## src/rtl/uart_tx_arb_pkg.sv

```systemverilog
`default_nettype none
// ------------------------------------------------------------------
// uart_tx_arb_pkg -- state encoding and defaults shared by uart_tx_arb
// Rev 1.0
// ------------------------------------------------------------------
package uart_tx_arb_pkg;

  typedef enum logic [1:0] {
    IDLE      = 2'd0,
    LOAD      = 2'd1,
    WAIT_CLR  = 2'd2,
    WAIT_DONE = 2'd3
  } state_t;

  localparam int DEFAULT_TIMEOUT_CYC = 2048;

endpackage
`default_nettype wire

```

## src/rtl/rr_pick.sv

```systemverilog
`default_nettype none
// ------------------------------------------------------------------
// rr_pick -- combinational round-robin search: first set req bit at or after ptr
// Rev 1.0
// ------------------------------------------------------------------
module rr_pick #(
  parameter int N  = 4,
  parameter int IW = (N > 1) ? $clog2(N) : 1
) (
  input  logic [N-1:0]  req,
  input  logic [IW-1:0] ptr,
  output logic          found,
  output logic [IW-1:0] idx
);

  localparam logic [IW:0] N_L = (IW + 1)'(N);

  logic [IW:0] w_cand;

  // Walk from the farthest candidate back to ptr so the nearest hit wins.
  always_comb begin
    found  = 1'b0;
    idx    = '0;
    w_cand = '0;
    for (int k = N - 1; k >= 0; k--) begin
      w_cand = {1'b0, ptr} + (IW + 1)'(k);
      if (w_cand >= N_L) begin
        w_cand = w_cand - N_L;
      end
      if (req[w_cand[IW-1:0]]) begin
        found = 1'b1;
        idx   = w_cand[IW-1:0];
      end
    end
  end

endmodule
`default_nettype wire

```

## src/rtl/uart_tx_arb.sv

```systemverilog
`default_nettype none
// ------------------------------------------------------------------
// uart_tx_arb -- round-robin packet arbiter in front of one UART transmitter
// Optional watchdog: UART_TX_ARB_TIMEOUT_EN.   Rev 1.0
// ------------------------------------------------------------------
module uart_tx_arb
  import uart_tx_arb_pkg::*;
#(
  parameter int NUM_REQ     = 4,
  parameter int TIMEOUT_CYC = DEFAULT_TIMEOUT_CYC
) (
  input  logic                       clk,
  input  logic                       rst,
  input  logic [NUM_REQ-1:0]         req,
  input  logic [NUM_REQ*8-1:0]       req_data,
  input  logic [NUM_REQ-1:0]         req_last,
  output logic [NUM_REQ-1:0]         ack,
  output logic [$clog2(NUM_REQ)-1:0] gnt_id,
  output logic                       busy,
  output logic                       abort,
  output logic                       trmt,
  output logic [7:0]                 tx_data,
  input  logic                       tx_done,
  output logic                       err
);

  localparam int            IW       = $clog2(NUM_REQ);
  localparam logic [IW-1:0] LAST_IDX = IW'(NUM_REQ - 1);

  state_t        r_state;
  logic [IW-1:0] r_ptr;
  logic [IW-1:0] r_gnt;
  logic [7:0]    r_tx_data;
  logic          r_last;
  logic          r_abort;

  logic          w_found;
  logic [IW-1:0] w_pick;
  logic [IW-1:0] w_gnt_next;
  logic          w_timeout;
  logic [7:0]    w_bytes [NUM_REQ];

  for (genvar i = 0; i < NUM_REQ; i++) begin : g_unpack
    assign w_bytes[i] = req_data[8*i +: 8];
  end

  rr_pick #(
    .N  (NUM_REQ),
    .IW (IW)
  ) u_rr_pick (
    .req   (req),
    .ptr   (r_ptr),
    .found (w_found),
    .idx   (w_pick)
  );

  assign w_gnt_next = (r_gnt == LAST_IDX) ? '0 : r_gnt + IW'(1);

`ifdef UART_TX_ARB_TIMEOUT_EN
  localparam int CW = $clog2(TIMEOUT_CYC + 1);

  logic [CW-1:0] r_cnt;
  logic          r_err;

  // Counts cycles spent waiting on the transmitter for the current byte.
  assign w_timeout = ((r_state == WAIT_CLR) || (r_state == WAIT_DONE)) &&
                     (r_cnt == CW'(TIMEOUT_CYC - 1));

  always_ff @(posedge clk) begin
    if (rst) begin
      r_cnt <= '0;
      r_err <= 1'b0;
    end else begin
      if (r_state == LOAD) begin
        r_cnt <= '0;
      end else if (w_timeout) begin
        r_cnt <= '0;
      end else if ((r_state == WAIT_CLR) || (r_state == WAIT_DONE)) begin
        r_cnt <= r_cnt + CW'(1);
      end
      if (w_timeout) begin
        r_err <= 1'b1;
      end
    end
  end

  assign err = r_err;
`else
  assign w_timeout = 1'b0;
  assign err       = 1'b0;
`endif

  always_ff @(posedge clk) begin
    if (rst) begin
      r_state   <= IDLE;
      r_ptr     <= '0;
      r_gnt     <= '0;
      r_tx_data <= 8'h00;
      r_last    <= 1'b0;
      r_abort   <= 1'b0;
    end else begin
      r_abort <= 1'b0;
      if (w_timeout) begin
        r_abort <= 1'b1;
        r_ptr   <= w_gnt_next;
        r_state <= IDLE;
      end else begin
        case (r_state)
          IDLE: begin
            if (w_found) begin
              r_gnt     <= w_pick;
              r_tx_data <= w_bytes[w_pick];
              r_last    <= req_last[w_pick];
              r_state   <= LOAD;
            end
          end
          LOAD: begin
            r_state <= WAIT_CLR;
          end
          // The idle transmitter reports done; wait for it to start shifting first.
          WAIT_CLR: begin
            if (!tx_done) begin
              r_state <= WAIT_DONE;
            end
          end
          WAIT_DONE: begin
            if (tx_done) begin
              if (r_last) begin
                r_ptr   <= w_gnt_next;
                r_state <= IDLE;
              end else if (req[r_gnt]) begin
                r_tx_data <= w_bytes[r_gnt];
                r_last    <= req_last[r_gnt];
                r_state   <= LOAD;
              end else begin
                r_abort <= 1'b1;
                r_ptr   <= w_gnt_next;
                r_state <= IDLE;
              end
            end
          end
          default: begin
            r_state <= IDLE;
          end
        endcase
      end
    end
  end

  for (genvar i = 0; i < NUM_REQ; i++) begin : g_ack
    assign ack[i] = (r_state == LOAD) && (r_gnt == IW'(i));
  end

  assign trmt    = (r_state == LOAD);
  assign busy    = (r_state != IDLE);
  assign gnt_id  = r_gnt;
  assign tx_data = r_tx_data;
  assign abort   = r_abort;

endmodule
`default_nettype wire

```

## config.mk

```make
export PLATFORM = sky130hd
export DESIGN_NAME = uart_tx_arb
export DESIGN_NICKNAME = d
export VERILOG_FILES = /design/src/rtl/uart_tx_arb_pkg.sv /design/src/rtl/rr_pick.sv /design/src/rtl/uart_tx_arb.sv
export SDC_FILE = /design/constraint.sdc
export NUM_CORES = 1
export LEC_CHECK = 0
export BUFFER_PORTS_ARGS = -buffer_cell sky130_fd_sc_hd__buf_2
export CORE_MARGIN = 2
export CORE_UTILIZATION = 50
export CTS_BUF_LIST = sky130_fd_sc_hd__clkbuf_4 sky130_fd_sc_hd__clkbuf_8
export CTS_CLUSTER_SIZE = 30
export DETAILED_ROUTE_END_ITERATION = 12
export GPL_ROUTABILITY_DRIVEN = 0
export GPL_TIMING_DRIVEN = 0
export PLACE_DENSITY_LB_ADDON = 0.12
export SYNTH_ARGS = -nofsm -noshare
export SYNTH_HDL_FRONTEND = slang
export SYNTH_SLANG_ARGS = --single-unit
```

## constraint.sdc

```tcl
create_clock -name clk -period 2.4 [get_ports clk]
set_clock_uncertainty 0.05 [all_clocks]
set_input_delay 0.24 -clock clk [delete_from_list [all_inputs] [get_ports clk]]
set_output_delay 0.24 -clock clk [all_outputs]
set_load 0.005 [all_outputs]
```

# Word level (Yosys, flattened, before mapping)

Index checks and enable logic that the tools add are counted.

Word-level logic and storage cells: 108
Flip-flop bits (word level): 16
Input port bits: 43

Order comparisons: 12
Bitwise gates (word level): 4
Equal/unequal tests: 12
Add/subtract/negate cells: 8
Reductions and logical operators: 14
Multiplexer cells: 52

Operators by type and width:

| operator                                                                      | number |
|---|---|
| 8-bit two-way mux                                                             | 8 |
| 8-bit binary-select mux with 2-bit select                                     | 2 |
| 2-bit two-way mux                                                             | 14 |
| 2-bit by 3-bit less-than comparator with 1-bit output (second input constant) | 6 |
| 1-bit two-way mux                                                             | 18 |
| 8-bit case mux with 2 select lines                                            | 1 |
| 3-bit >= comparator (second input constant)                                   | 5 |
| 1-bit binary-select mux with 2-bit select                                     | 7 |
| 2-bit inequality test (second input constant)                                 | 5 |
| 3-bit AND reduction                                                           | 3 |
| 2-bit == test (second input constant)                                         | 4 |
| 2-bit case mux with 4 select lines                                            | 1 |
| 2-bit by 1-bit subtractor with 2-bit output (second input constant)           | 4 |
| 2-bit by 2-bit adder with 3-bit output (second input constant)                | 2 |
| 2-bit NOT with 3-bit output                                                   | 2 |
| 5-bit AND reduction                                                           | 1 |
| 2-bit by 1-bit == test with 1-bit output (second input constant)              | 2 |
| 1-bit logical AND                                                             | 4 |
| 2-bit zero test                                                               | 2 |
| 2-bit nonzero test                                                            | 2 |
| 4-bit OR reduction                                                            | 1 |
| 2-bit by 1-bit adder with 3-bit output (second input constant)                | 1 |
| 2-bit by 3-bit >= comparator with 1-bit output (second input constant)        | 1 |
| 2-bit by 1-bit adder with 2-bit output (second input constant)                | 1 |
| 4 further kinds                                                               | 5 |

# Depth between registers and ports, before layout

Word-level depth: 15
Mapped depth: 9
Mapped depth without buffers: 7

# Hierarchy

From an unflattened synthesis, not the netlist that was laid out.

Cells, all modules: 176
Area, all modules: 1,532.7 sq um

By module, submodules not included:

| module      | area each (sq um) | cells each | times used | sequential area each (sq um) |
|---|---|---|---|---|
| uart_tx_arb | 1,455.1           | 163        | 1          | 320.3 |
| rr_pick     | 77.6              | 13         | 1          | 0.0 |

# Worst setup path after synthesis

No wires, ideal clock.

Path kind: register to register
From: register r_ptr[1]
To: register r_last
Path buffers: 3
Arrival: 1,646 ps
Setup time: 96 ps
Cell stages (with the launch flop): 9
Slack: 609 ps
Cells stage by stage: dfxtp_1 > buf_6 > mux2i_1 > o221a_2 > buf_6 > buf_8 > nor2_2 > a32o_1 > o41ai_2

Word-level cells in the longest chain between the ends: 13
Elaborated cells on any way between the ends: 37
Those cells by class: 7 x add/sub; 4 x order compare; 1 x eq/ne; 24 x mux; 1 x reduce/logical

Ends and longest elaborated chain:

| element                                                                                   | RTL line                     | RTL |
|---|---|---|
| from (decl)                                                                               | uart_tx_arb.sv:31            | `logic [IW-1:0] r_ptr;` |
| from (signal assigned)                                                                    | uart_tx_arb.sv:105           | `r_ptr <= w_gnt_next;` |
| from (signal assigned)                                                                    | uart_tx_arb.sv:129           | `r_ptr <= w_gnt_next;` |
| from (signal assigned)                                                                    | uart_tx_arb.sv:137           | `r_ptr <= w_gnt_next;` |
| 2-bit by 2-bit adder with 3-bit output                                                    | rr_pick.sv:26                | `w_cand = {1'b0, ptr} + (IW + 1)'(k);` |
| 3-bit >= comparator / 2-bit by 1-bit subtractor with 2-bit output (equally long branches) | rr_pick.sv:27, rr_pick.sv:28 |  |
| 2-bit two-way mux                                                                         | rr_pick.sv:27                | `if (w_cand >= N_L) begin` |
| 1-bit binary-select mux with 2-bit select                                                 | rr_pick.sv:30                | `if (req[w_cand[IW-1:0]]) begin` |
| 1-bit two-way mux (not written as such)                                                   | rr_pick.sv:30                |  |
| 2-bit two-way mux (4 in series)                                                           | rr_pick.sv:30                |  |
| 1-bit binary-select mux with 2-bit select                                                 | uart_tx_arb.sv:113           | `r_last <= req_last[w_pick];` |
| 1-bit two-way mux (not written as such)                                                   | uart_tx_arb.sv:113           |  |
| 1-bit two-way mux                                                                         | uart_tx_arb.sv:110           | `if (w_found) begin` |
| 1-bit case mux with 2 select lines                                                        | uart_tx_arb.sv:108           | `case (r_state)` |
| to (signal assigned)                                                                      | uart_tx_arb.sv:113           |  |
| to (signal assigned)                                                                      | uart_tx_arb.sv:133           | `r_last <= req_last[r_gnt];` |
| to (decl)                                                                                 | uart_tx_arb.sv:34            | `logic r_last;` |

Several ways; a longest one is shown, not always the timed one. The select of a mux whose other input is x is not followed.
A chain may end at the register's enable or synchronous reset.

# Final worst setup path

From: register r_gnt[1], in the netlist gnt_id[1]
To: output port ack[1]

Word-level cells in the longest chain between the ends: 2

Ends and longest elaborated chain:

| element                                  | RTL line           | RTL |
|---|---|---|
| from (decl)                              | uart_tx_arb.sv:32  | `logic [IW-1:0] r_gnt;` |
| from (signal assigned)                   | uart_tx_arb.sv:111 | `r_gnt <= w_pick;` |
| 2-bit by 1-bit == test with 1-bit output | uart_tx_arb.sv:151 | `assign ack[i] = (r_state == LOAD) && (r_gnt == IW'(i));` |
| 1-bit logical AND                        | uart_tx_arb.sv:151 |  |
| to (decl)                                | uart_tx_arb.sv:17  | `output logic [NUM_REQ-1:0] ack,` |

Every way passes these cells.

==> metrics.yaml <==
outcome:
  status: "finished with violations"
  violations: "DRC"
critical_path:
  crit_required_ns: 2.11
  path_max_fanout: 10
  crit_slowest_cell: "buf_1"
  slowest_delay_ns: 0.49
  r2r_end: "tx_data[0]"
  r2r_setup_slack_ns: 0.34
  r2r_start: "r_ptr[1]"
  ff2ff_path_depth: 7
  path_class: "flip-flop to primary output"
  crit_arrival_ns: 1.85
  crit_chain: "buf_1 > inv_1 > ha_1 > and2_1 > buf_2"
  startpoint: "gnt_id[1]"
  cp-start-kind: "flip-flop"
  end_kind: "primary output"
clock_network:
  cts_tree: "done"
  cts-htree-levels: 1
  cts_sinks: 16
  clkLatencyLatePin_ns: 0.29
  cts_buffers: 3
  clockRootBuffer: "clkbuf_4"
  clk_pin_slew_ns: 0.10
  clk_path_buf_depth: 2
  cts_setup_buffers: 0
yosys:
  ys.flop_type: "dfxtp_1"
  syn_inst: 173
  ys_ff_latch: 16
  synth_cell_types: 42
  synth_edf_count: 0
  yosysSeqAreaShare_pct: 21.23
  syn_area_sq_um: 1509
  syn_nets: 225
  yosysWarnings: 0
  syn_area_per_cell_sq_um: 8.722
  ys_async_sr_fraction_pct: 0
worst_hold_path:
  min_path_cells: 2
  hold_path.startpoint: "tx_done"
  hp-class: "input pin to flip-flop"
  hold_end: "abort"
timing:
  final.min_clock_period_ns: 2.136
  rsz0062_at_grt: "no"
  tightestPinTransition_ns: 0.6992
  layout_setup_ws_ns: 0.2638
  hold_violations: 0
  slew_violations: 0
  fmax_ghz: 0.4681
  holdWs_ns: 0.2088
  relSlewSlack_pct: 53.07
  fin_crit_sh_pct: 89.01
  setup-violations-final: 0
  tns_ns: 0
flow_run:
  cap_violations: 0
finish:
  nNetsFinal: 288
  num-fill-cells: 254
  area_delta_synth_final_pct: 23.30
  layout-drive-gt1-share_pct: 35.47
  n_antenna_cell: 0
  fin_cells: 265
  fin_area_sq_um: 1861
global_routing:
  grt_pass1_vias: 1579
  grt_start_max_net_pins: 11
  track_usage_pct: 25.67
  antenna_found_initial: 0
  grt_pass1_wl_um: 6865
  grt_remaining_overflow: 0
power_and_ir_drop:
  leakage_nw: 0.8314
  powerDensity_nw_per_um2: 788.6
  ir_worst_vdd_v: 0.0003217
route:
  wl_um: 4098
  drt.antenna.violating_nets: 0
  post_drt_via_cell_ratio: 6.136
  drcViolationCount: 1
  drt_pass1_iterations: 8
  wl_per_cell_um: 15.46
  first_iter_violations: 49
  vias: 1626
floorplan:
  die_w_um: 58.94
  initial_core_util_pct: 53.79
  die_area_sq_um: 3473
  coreArea_sq_um: 2805
  die_y_um: 58.94
  rows: 19
  io_pins: 61
placed_design:
  post-place-ws_ns: 0.2008
  placedInstanceArea_sq_um: 1838
  place_inst: 262
  dp.final_hpwl_um: 3205
  io_buffers: 58
## logic make-up (layout without fill, tap and decap cells)
| family | Yosys count | after routing | share of synthesized area (%) |
|---|---|---|---|
| and+or+nand+nor | 53 | 53 | 16.67 |
| other | 1 | 1 | 0.2485 |
| adders and majority gates | 9 | 9 | 7.463 |
| muxes | 23 | 23 | 23.80 |
| AOI/OAI and AO/OA | 52 | 52 | 23.22 |
| buffers and inverters | 19 | 80 | 7.379 |
| DFF | 16 | 16 | 21.23 |
## power breakdown
part / switching, W / internal, W / total, W / leakage [nW]
combinational: 0.000477 / 0.000415 / 0.000891 / 0.686
sequential: 0.0000645 / 0.000368 / 0.000432 / 0.132
clock: 0.0000851 / 0.0000583 / 0.000143 / 0.0138
## Yosys cell counts, types with 4 or more instances
cell,n,area [sq um]
a21oi_1,14,70.07
o21ai_0,10,50.05
and2_1,4,25.02
dfxtp_1,16,320.3
inv_1,7,26.28
a211oi_1,9,67.56
mux2i_1,13,130.1
ha_1,9,112.6
nand3_1,9,45.04
nand2_1,13,48.80
mux4_2,9,202.7
nor2_1,17,63.81
a22oi_1,8,60.06
## repair_timing
item	CTS	global route
resized for setup	0	1
hold buffers	0	0
setup endpoints to repair	0	8
## layer usage
metal	wire, um	GRT usage, %	vias to the layer above
li1	-	-	770
met1	1746	31.92	777
met2	2043	44.13	69
met3	229	4.176	10
met4	78	10.06	0
met5	0	0	-
## critical path, delay by kind of cell, from the launching register on
family	cells	cell delay, ns
adder cells (fa/ha/maj)	1	0.20
flip-flops	1	0.45
buffers and inverters	3	0.75
AND/OR/NAND/NOR	1	0.14
## cell usage in the layout (no fill, tap or decap), types with 9 or more instances in the layout
| cell type | netlist | layout |
|---|---|---|
| ha_1 | 9 | 9 |
| nor2_1 | 17 | 17 |
| nand2_1 | 13 | 13 |
| mux2i_1 | 13 | 13 |
| a211oi_1 | 9 | 9 |
| buf_2 | 1 | 59 |
| mux4_2 | 9 | 9 |
| dfxtp_1 | 16 | 16 |
| o21ai_0 | 10 | 9 |
| a21oi_1 | 14 | 14 |
| nand3_1 | 9 | 9 |
## final cells by class
| type | instances | area [sq um] | area share [%] |
|---|---|---|---|
| sequential | 16 | 320.3 | 17.22 |
| multi-input combinational | 138 | 1077 | 57.90 |
| tap | 31 | 38.79 | 2.085 |
| buffer | 12 | 85.08 | 4.573 |
| inverter | 7 | 26.28 | 1.412 |
| timing repair buffer | 58 | 290.3 | 15.60 |
| clock buffer | 3 | 22.52 | 1.210 |
## stage by stage
stage	util, %	total power, W
final	66.32	0.001467
after global routing	66.32	0.001612
after CTS	66.32	0.001475
after detailed placement	65.52	0.001332
after global placement	65.52	0.001292
after floorplan	-	0.001051
## registers in the layout, summed over array words and instances, names as in the netlist
name     cells
gnt_id       2
abort        1
r_last       1
tx_data      8
r_ptr        2
r_state      2
## worst max path at each step
| stage | end |
|---|---|
| floorplan | r_last |
| global placement | r_last |
| CTS | tx_data[1] |
| detailed placement | tx_data[1] |
| global route | ack[1] |
| finish | ack[1] |
No activity file was read; power rests on OpenSTA's default activity.
